<file path="src/rtl/multicycle_controller.sv">
// multicycle_controller
//
// Control unit for the multicycle RV32I core (lw, sw, R-type, I-type ALU,
// beq, jal). A registered main FSM walks the shared datapath through
// fetch/decode/execute/memory/writeback. All outputs and the next state are
// combinational from the current state and the decode inputs. The memory
// states (FETCH, MEMREAD, MEMWRITE) wait on MemReady.
//
// Ports:
//   clk, reset        rising-edge clock, synchronous active-high reset
//   op, funct3,       instruction fields from IR
//   funct7b5
//   Zero              ALU zero flag, used only in BEQ
//   MemReady          memory finishes the current access this cycle
//   PCWrite, IRWrite  PC / IR+OldPC load enables
//   AdrSrc            memory address select (0 PC, 1 Result)
//   MemWrite          store request
//   ResultSrc         00 ALUOut, 01 Data, 10 ALUResult
//   ALUSrcA           00 PC, 01 OldPC, 10 A
//   ALUSrcB           00 WriteData, 01 ImmExt, 10 constant 4
//   ALUControl        000 add, 001 sub, 010 and, 011 or, 101 slt
//   ImmSrc            00 I, 01 S, 10 B, 11 J
//   RegWrite          write rd
//   IllegalOp         one-cycle pulse when an unsupported opcode is decoded
module multicycle_controller (
  input  logic       clk,
  input  logic       reset,
  input  logic [6:0] op,
  input  logic [2:0] funct3,
  input  logic       funct7b5,
  input  logic       Zero,
  input  logic       MemReady,
  output logic       PCWrite,
  output logic       AdrSrc,
  output logic       MemWrite,
  output logic       IRWrite,
  output logic [1:0] ResultSrc,
  output logic [1:0] ALUSrcA,
  output logic [1:0] ALUSrcB,
  output logic [2:0] ALUControl,
  output logic [1:0] ImmSrc,
  output logic       RegWrite,
  output logic       IllegalOp
);

  localparam logic [3:0] FETCH    = 4'd0;
  localparam logic [3:0] DECODE   = 4'd1;
  localparam logic [3:0] MEMADR   = 4'd2;
  localparam logic [3:0] MEMREAD  = 4'd3;
  localparam logic [3:0] MEMWB    = 4'd4;
  localparam logic [3:0] MEMWRITE = 4'd5;
  localparam logic [3:0] EXECUTER = 4'd6;
  localparam logic [3:0] EXECUTEI = 4'd7;
  localparam logic [3:0] ALUWB    = 4'd8;
  localparam logic [3:0] BEQ      = 4'd9;
  localparam logic [3:0] JAL      = 4'd10;

  localparam logic [6:0] OP_LW  = 7'b0000011;
  localparam logic [6:0] OP_SW  = 7'b0100011;
  localparam logic [6:0] OP_R   = 7'b0110011;
  localparam logic [6:0] OP_I   = 7'b0010011;
  localparam logic [6:0] OP_BEQ = 7'b1100011;
  localparam logic [6:0] OP_JAL = 7'b1101111;

  // Internal ALU operation class handed to the ALU decoder.
  localparam logic [1:0] ALUOP_ADD   = 2'b00;
  localparam logic [1:0] ALUOP_SUB   = 2'b01;
  localparam logic [1:0] ALUOP_FUNCT = 2'b10;

  logic [3:0] state;
  logic [3:0] state_next;
  logic [1:0] aluop;

  always_ff @(posedge clk) begin
    if (reset) state <= FETCH;
    else       state <= state_next;
  end

  always_comb begin
    state_next = state;
    PCWrite    = 1'b0;
    AdrSrc     = 1'b0;
    MemWrite   = 1'b0;
    IRWrite    = 1'b0;
    ResultSrc  = 2'b00;
    ALUSrcA    = 2'b00;
    ALUSrcB    = 2'b00;
    RegWrite   = 1'b0;
    IllegalOp  = 1'b0;
    aluop      = ALUOP_ADD;

    case (state)
      FETCH: begin
        ALUSrcB   = 2'b10;
        ResultSrc = 2'b10;
        if (MemReady) begin
          IRWrite    = 1'b1;
          PCWrite    = 1'b1;
          state_next = DECODE;
        end
      end
      DECODE: begin
        // Speculatively form OldPC + imm so BEQ/JAL find the target in ALUOut.
        ALUSrcA = 2'b01;
        ALUSrcB = 2'b01;
        case (op)
          OP_LW, OP_SW: state_next = MEMADR;
          OP_R:         state_next = EXECUTER;
          OP_I:         state_next = EXECUTEI;
          OP_BEQ:       state_next = BEQ;
          OP_JAL:       state_next = JAL;
          default: begin
            // PC was already advanced in FETCH, so the bad word is skipped.
            IllegalOp  = 1'b1;
            state_next = FETCH;
          end
        endcase
      end
      MEMADR: begin
        ALUSrcA    = 2'b10;
        ALUSrcB    = 2'b01;
        state_next = (op == OP_LW) ? MEMREAD : MEMWRITE;
      end
      MEMREAD: begin
        AdrSrc = 1'b1;
        if (MemReady) state_next = MEMWB;
      end
      MEMWB: begin
        ResultSrc  = 2'b01;
        RegWrite   = 1'b1;
        state_next = FETCH;
      end
      MEMWRITE: begin
        // Store request stays up for every wait cycle.
        AdrSrc   = 1'b1;
        MemWrite = 1'b1;
        if (MemReady) state_next = FETCH;
      end
      EXECUTER: begin
        ALUSrcA    = 2'b10;
        aluop      = ALUOP_FUNCT;
        state_next = ALUWB;
      end
      EXECUTEI: begin
        ALUSrcA    = 2'b10;
        ALUSrcB    = 2'b01;
        aluop      = ALUOP_FUNCT;
        state_next = ALUWB;
      end
      ALUWB: begin
        RegWrite   = 1'b1;
        state_next = FETCH;
      end
      BEQ: begin
        ALUSrcA    = 2'b10;
        aluop      = ALUOP_SUB;
        PCWrite    = Zero;
        state_next = FETCH;
      end
      JAL: begin
        // ALUResult = OldPC + 4 is kept in ALUOut for the ALUWB write to rd,
        // while PC loads the target computed in DECODE.
        ALUSrcA    = 2'b01;
        ALUSrcB    = 2'b10;
        PCWrite    = 1'b1;
        state_next = ALUWB;
      end
      default: state_next = FETCH;
    endcase

    // While reset is held the outputs look like FETCH but nothing is written,
    // whatever state the aborted instruction had reached.
    if (reset) begin
      PCWrite   = 1'b0;
      IRWrite   = 1'b0;
      MemWrite  = 1'b0;
      RegWrite  = 1'b0;
      IllegalOp = 1'b0;
      AdrSrc    = 1'b0;
      ResultSrc = 2'b10;
      ALUSrcA   = 2'b00;
      ALUSrcB   = 2'b10;
      aluop     = ALUOP_ADD;
    end
  end

  always_comb begin
    case (aluop)
      ALUOP_ADD: ALUControl = 3'b000;
      ALUOP_SUB: ALUControl = 3'b001;
      default: begin
        case (funct3)
          // op[5] separates R-type sub from I-type addi, which has no subi.
          3'b000:  ALUControl = (op[5] & funct7b5) ? 3'b001 : 3'b000;
          3'b010:  ALUControl = 3'b101;
          3'b110:  ALUControl = 3'b011;
          3'b111:  ALUControl = 3'b010;
          default: ALUControl = 3'b000;
        endcase
      end
    endcase
  end

  always_comb begin
    case (op)
      OP_SW:   ImmSrc = 2'b01;
      OP_BEQ:  ImmSrc = 2'b10;
      OP_JAL:  ImmSrc = 2'b11;
      default: ImmSrc = 2'b00;
    endcase
  end

endmodule

</file>
<file path="config.mk">
export PLATFORM = sky130hd
export DESIGN_NAME = multicycle_controller
export DESIGN_NICKNAME = d
export VERILOG_FILES = /design/src/rtl/multicycle_controller.sv
export SDC_FILE = /design/constraint.sdc
export NUM_CORES = 1
export LEC_CHECK = 0
export ABC_AREA = 0
export CAP_MARGIN = 30
export CORE_UTILIZATION = 35
export DETAILED_ROUTE_END_ITERATION = 12
export PLACE_DENSITY_LB_ADDON = 0.15
export SYNTH_ARGS = -nofsm -noshare
export SYNTH_HDL_FRONTEND = slang
export SYNTH_SLANG_ARGS = --single-unit
</file>
<file path="constraint.sdc">
create_clock -name clk -period 3.78 [get_ports clk]
set_clock_uncertainty 0.2 [all_clocks]
set_input_delay 0.756 -clock clk [delete_from_list [all_inputs] [get_ports clk]]
set_output_delay 0.756 -clock clk [all_outputs]
set_load 0.1 [all_outputs]
</file>
==> metrics.csv <==
metric;value;unit
Reg clk slew, reported paths;0.04;ns
Warnings, synthesis;0;
clock tree buffer depth;2;
xor and xnor area share after synthesis;5.88;%
Post-synth top flop;dfxtp_1;
layout cells sized above 1;28.7;%
biggest regs;state x4;
row count;14;
CTS Root Cell;clkbuf_4;
Syn Nets;109;
Nets;139;
Remaining Overflow, GRT;0;
hold slack;0.606;ns
Worst Path Buf+Inv;2;
die area;0.00187;mm2
Peak VDD IR;0.138;mV
postcts setup bufs;0;
Seq/Total Area, Yosys;13.4;%
mean post-synth cell area;6.34;um2
Yosys cell types;32;
DR WL/cell;13.5;um
commonest non-fill, non-tap cell in the layout;buf_12;
worst slew pin tran;0.706;ns
Power Density;175;mW/mm2
via density per instance;5.85;
largest family of logic cells by synthesized area;simple AND/OR/NAND/NOR gates;
Core Area;0.00154;mm2
Pwr Total;197;uW
final RePlAce weighted congestion;0.899;
CTS Sinks;4;
final worst slack;0.463;ns
Synth Area in Compound Gates;21.8;%
Critical Path AT;2.36;ns
vias in the first global route;715;
die width;43.3;um
RSZ-0062 raised after global routing;false;
die height;43.3;um
Post-Synthesis Cells;94;
Worst EP required;2.82;ns
multiplexer share of the synthesized area;1.68;%
initial antenna violation count;0;
clock latency on the worst-skew pair;0.23;ns
critical-path cell list;clkdlybuf4s50_1 -> or3_4 -> o21ai_0 -> nand3_1 -> nor3b_2 -> buf_12;
#FFs+latches synth;4;
DRT Pass-1 Iters;4;
DP Area;0.00110;mm2
fin crit share;87.7;%
max reg flops;4;
Rel. slew slack;52.9;%
Post-CTS Resized;0;
HP Class;reg2reg;
final WL;1870;um
cts hold-fix bufs;0;
CTS Buf Count;3;
global-route wire length before repair;3190;um
min cycle time layout;3.32;ns
GRT Total Usage;22.4;%
CP max stage delay;0.47;ns
largest register by flop count;state;
max-cap violations;0;
FMAX;302;MHz
final setup fails;0;
Crit Path Category;in2out;
Vias;807;
simple-gate area share of the yosys netlist;49.8;%
CTS tree;done;
Area Growth Syn to Fin;88.7;%
number of port buffers;31;
Synth Cell Area;596;um2
CP max-delay cell;clkdlybuf4s50_1;
H-Tree Depth;1;
final instance area;0.00112;mm2
adder-cell share of the synthesized area;0;%
hpwl dp;1390;um
Post-synth ARST share;0;%
CP top delay family;simple AND/OR/NAND/NOR gates;
count of final hold-check violations;0;
DR iter-0 viols;14;
Initial Utilization;38.6;%
largest net degree at the start of global routing;21;
Finished Core Util;72.9;%
ANT nets after route;0;
I/O Pins;32;
antenna fix cells;0;
most frequent cells in the layout;buf_12 (15), clkdlybuf4s50_1 (14), nand2_1 (10);
critical path endpoint category;primary output;
Leakage;0.000402;uW
max-slew violations;0;
largest fanout on the critical path;4;
CP Launch Type;input port;
# DRC;0;
Post-synth EDFFs;0;
status;finished clean;
pre-CTS setup slack;0.490;ns
synth_stat cells (2+ instances only):
master    instances  area [um2]
nor4_1            2        12.5
a31oi_1           3        18.8
buf_2             5        25.0
or3_1             2        12.5
nand2b_1          5        31.3
o21ai_0           6        30.0
xnor2_1           3        26.3
a21oi_1           8        40.0
nand3b_1          2        15.0
o41ai_1           2        17.5
dfxtp_1           4        80.1
inv_1             3        11.3
nand3_1           4        20.0
nor3_1            9        45.0
nor2_1            6        22.5
nor2b_1           4        25.0
clkbuf_1          2        7.51
nand2_1          10        37.5
metrics by stage:
| stage | instances | setup TNS (ns) |
|---|---|---|
| 6_report | 138 | 0 |
| 5_1_grt | 138 | 0 |
| 4_1_cts | 138 | 0 |
| 3_5_place_dp | 135 | 0 |
| 3_3_place_gp | 135 | 0 |
| 2_1_floorplan | 94 | -0.484 |
worst min-delay path: cells and delay by family (launching register included):
| kind | cells | cell delay, ns |
|---|---|---|
| AOI/OAI and AO/OA | 2 | 0.24 |
| DFF | 1 | 0.50 |
power breakdown:
group	switching (uW)	internal [uW]
Clock	16.8	35.5
Sequential	4.79	43.4
Combinational	57.0	39.2
logic make-up (layout without fill, tap and decap cells):
kind of cell           count (synthesis)  count (layout)
multiplexers                           1               1
AO/OA/AOI/OAI                         22              22
buffers and inverters                 10              38
AND/OR/NAND/NOR                       53              53
XOR/XNOR                               4               4
flip-flops                             4               4
cell type report:
cell class / count / area, um2
clock buffer: 3 / 22.5
fill: 121 / 418
inverter: 3 / 11.3
multi-input combinational: 80 / 527
sequential: 4 / 80.1
tap: 16 / 20.0
timing repair buffer: 32 / 463
final timing paths:
kind	startpoint	end	slack, ns	cells past startpoint
min reg2reg	state[1]	state[3]	0.61	2
max reg2reg	state[0]	state[0]	1.81	4
min	state[1]	state[3]	0.61	2
max	op[3]	ImmSrc[0]	0.46	6
per-layer routing:
metal / up-vias / GRT usage, % / part of all wire (%)
met3: 0 / 4.68 / 4.1
met5: - / 0 / 0
li1: 399 / - / -
met1: 388 / 29.5 / 44
met4: 0 / 9.09 / 0
met2: 20 / 35.2 / 51
(Power assumes the default switching activity.)
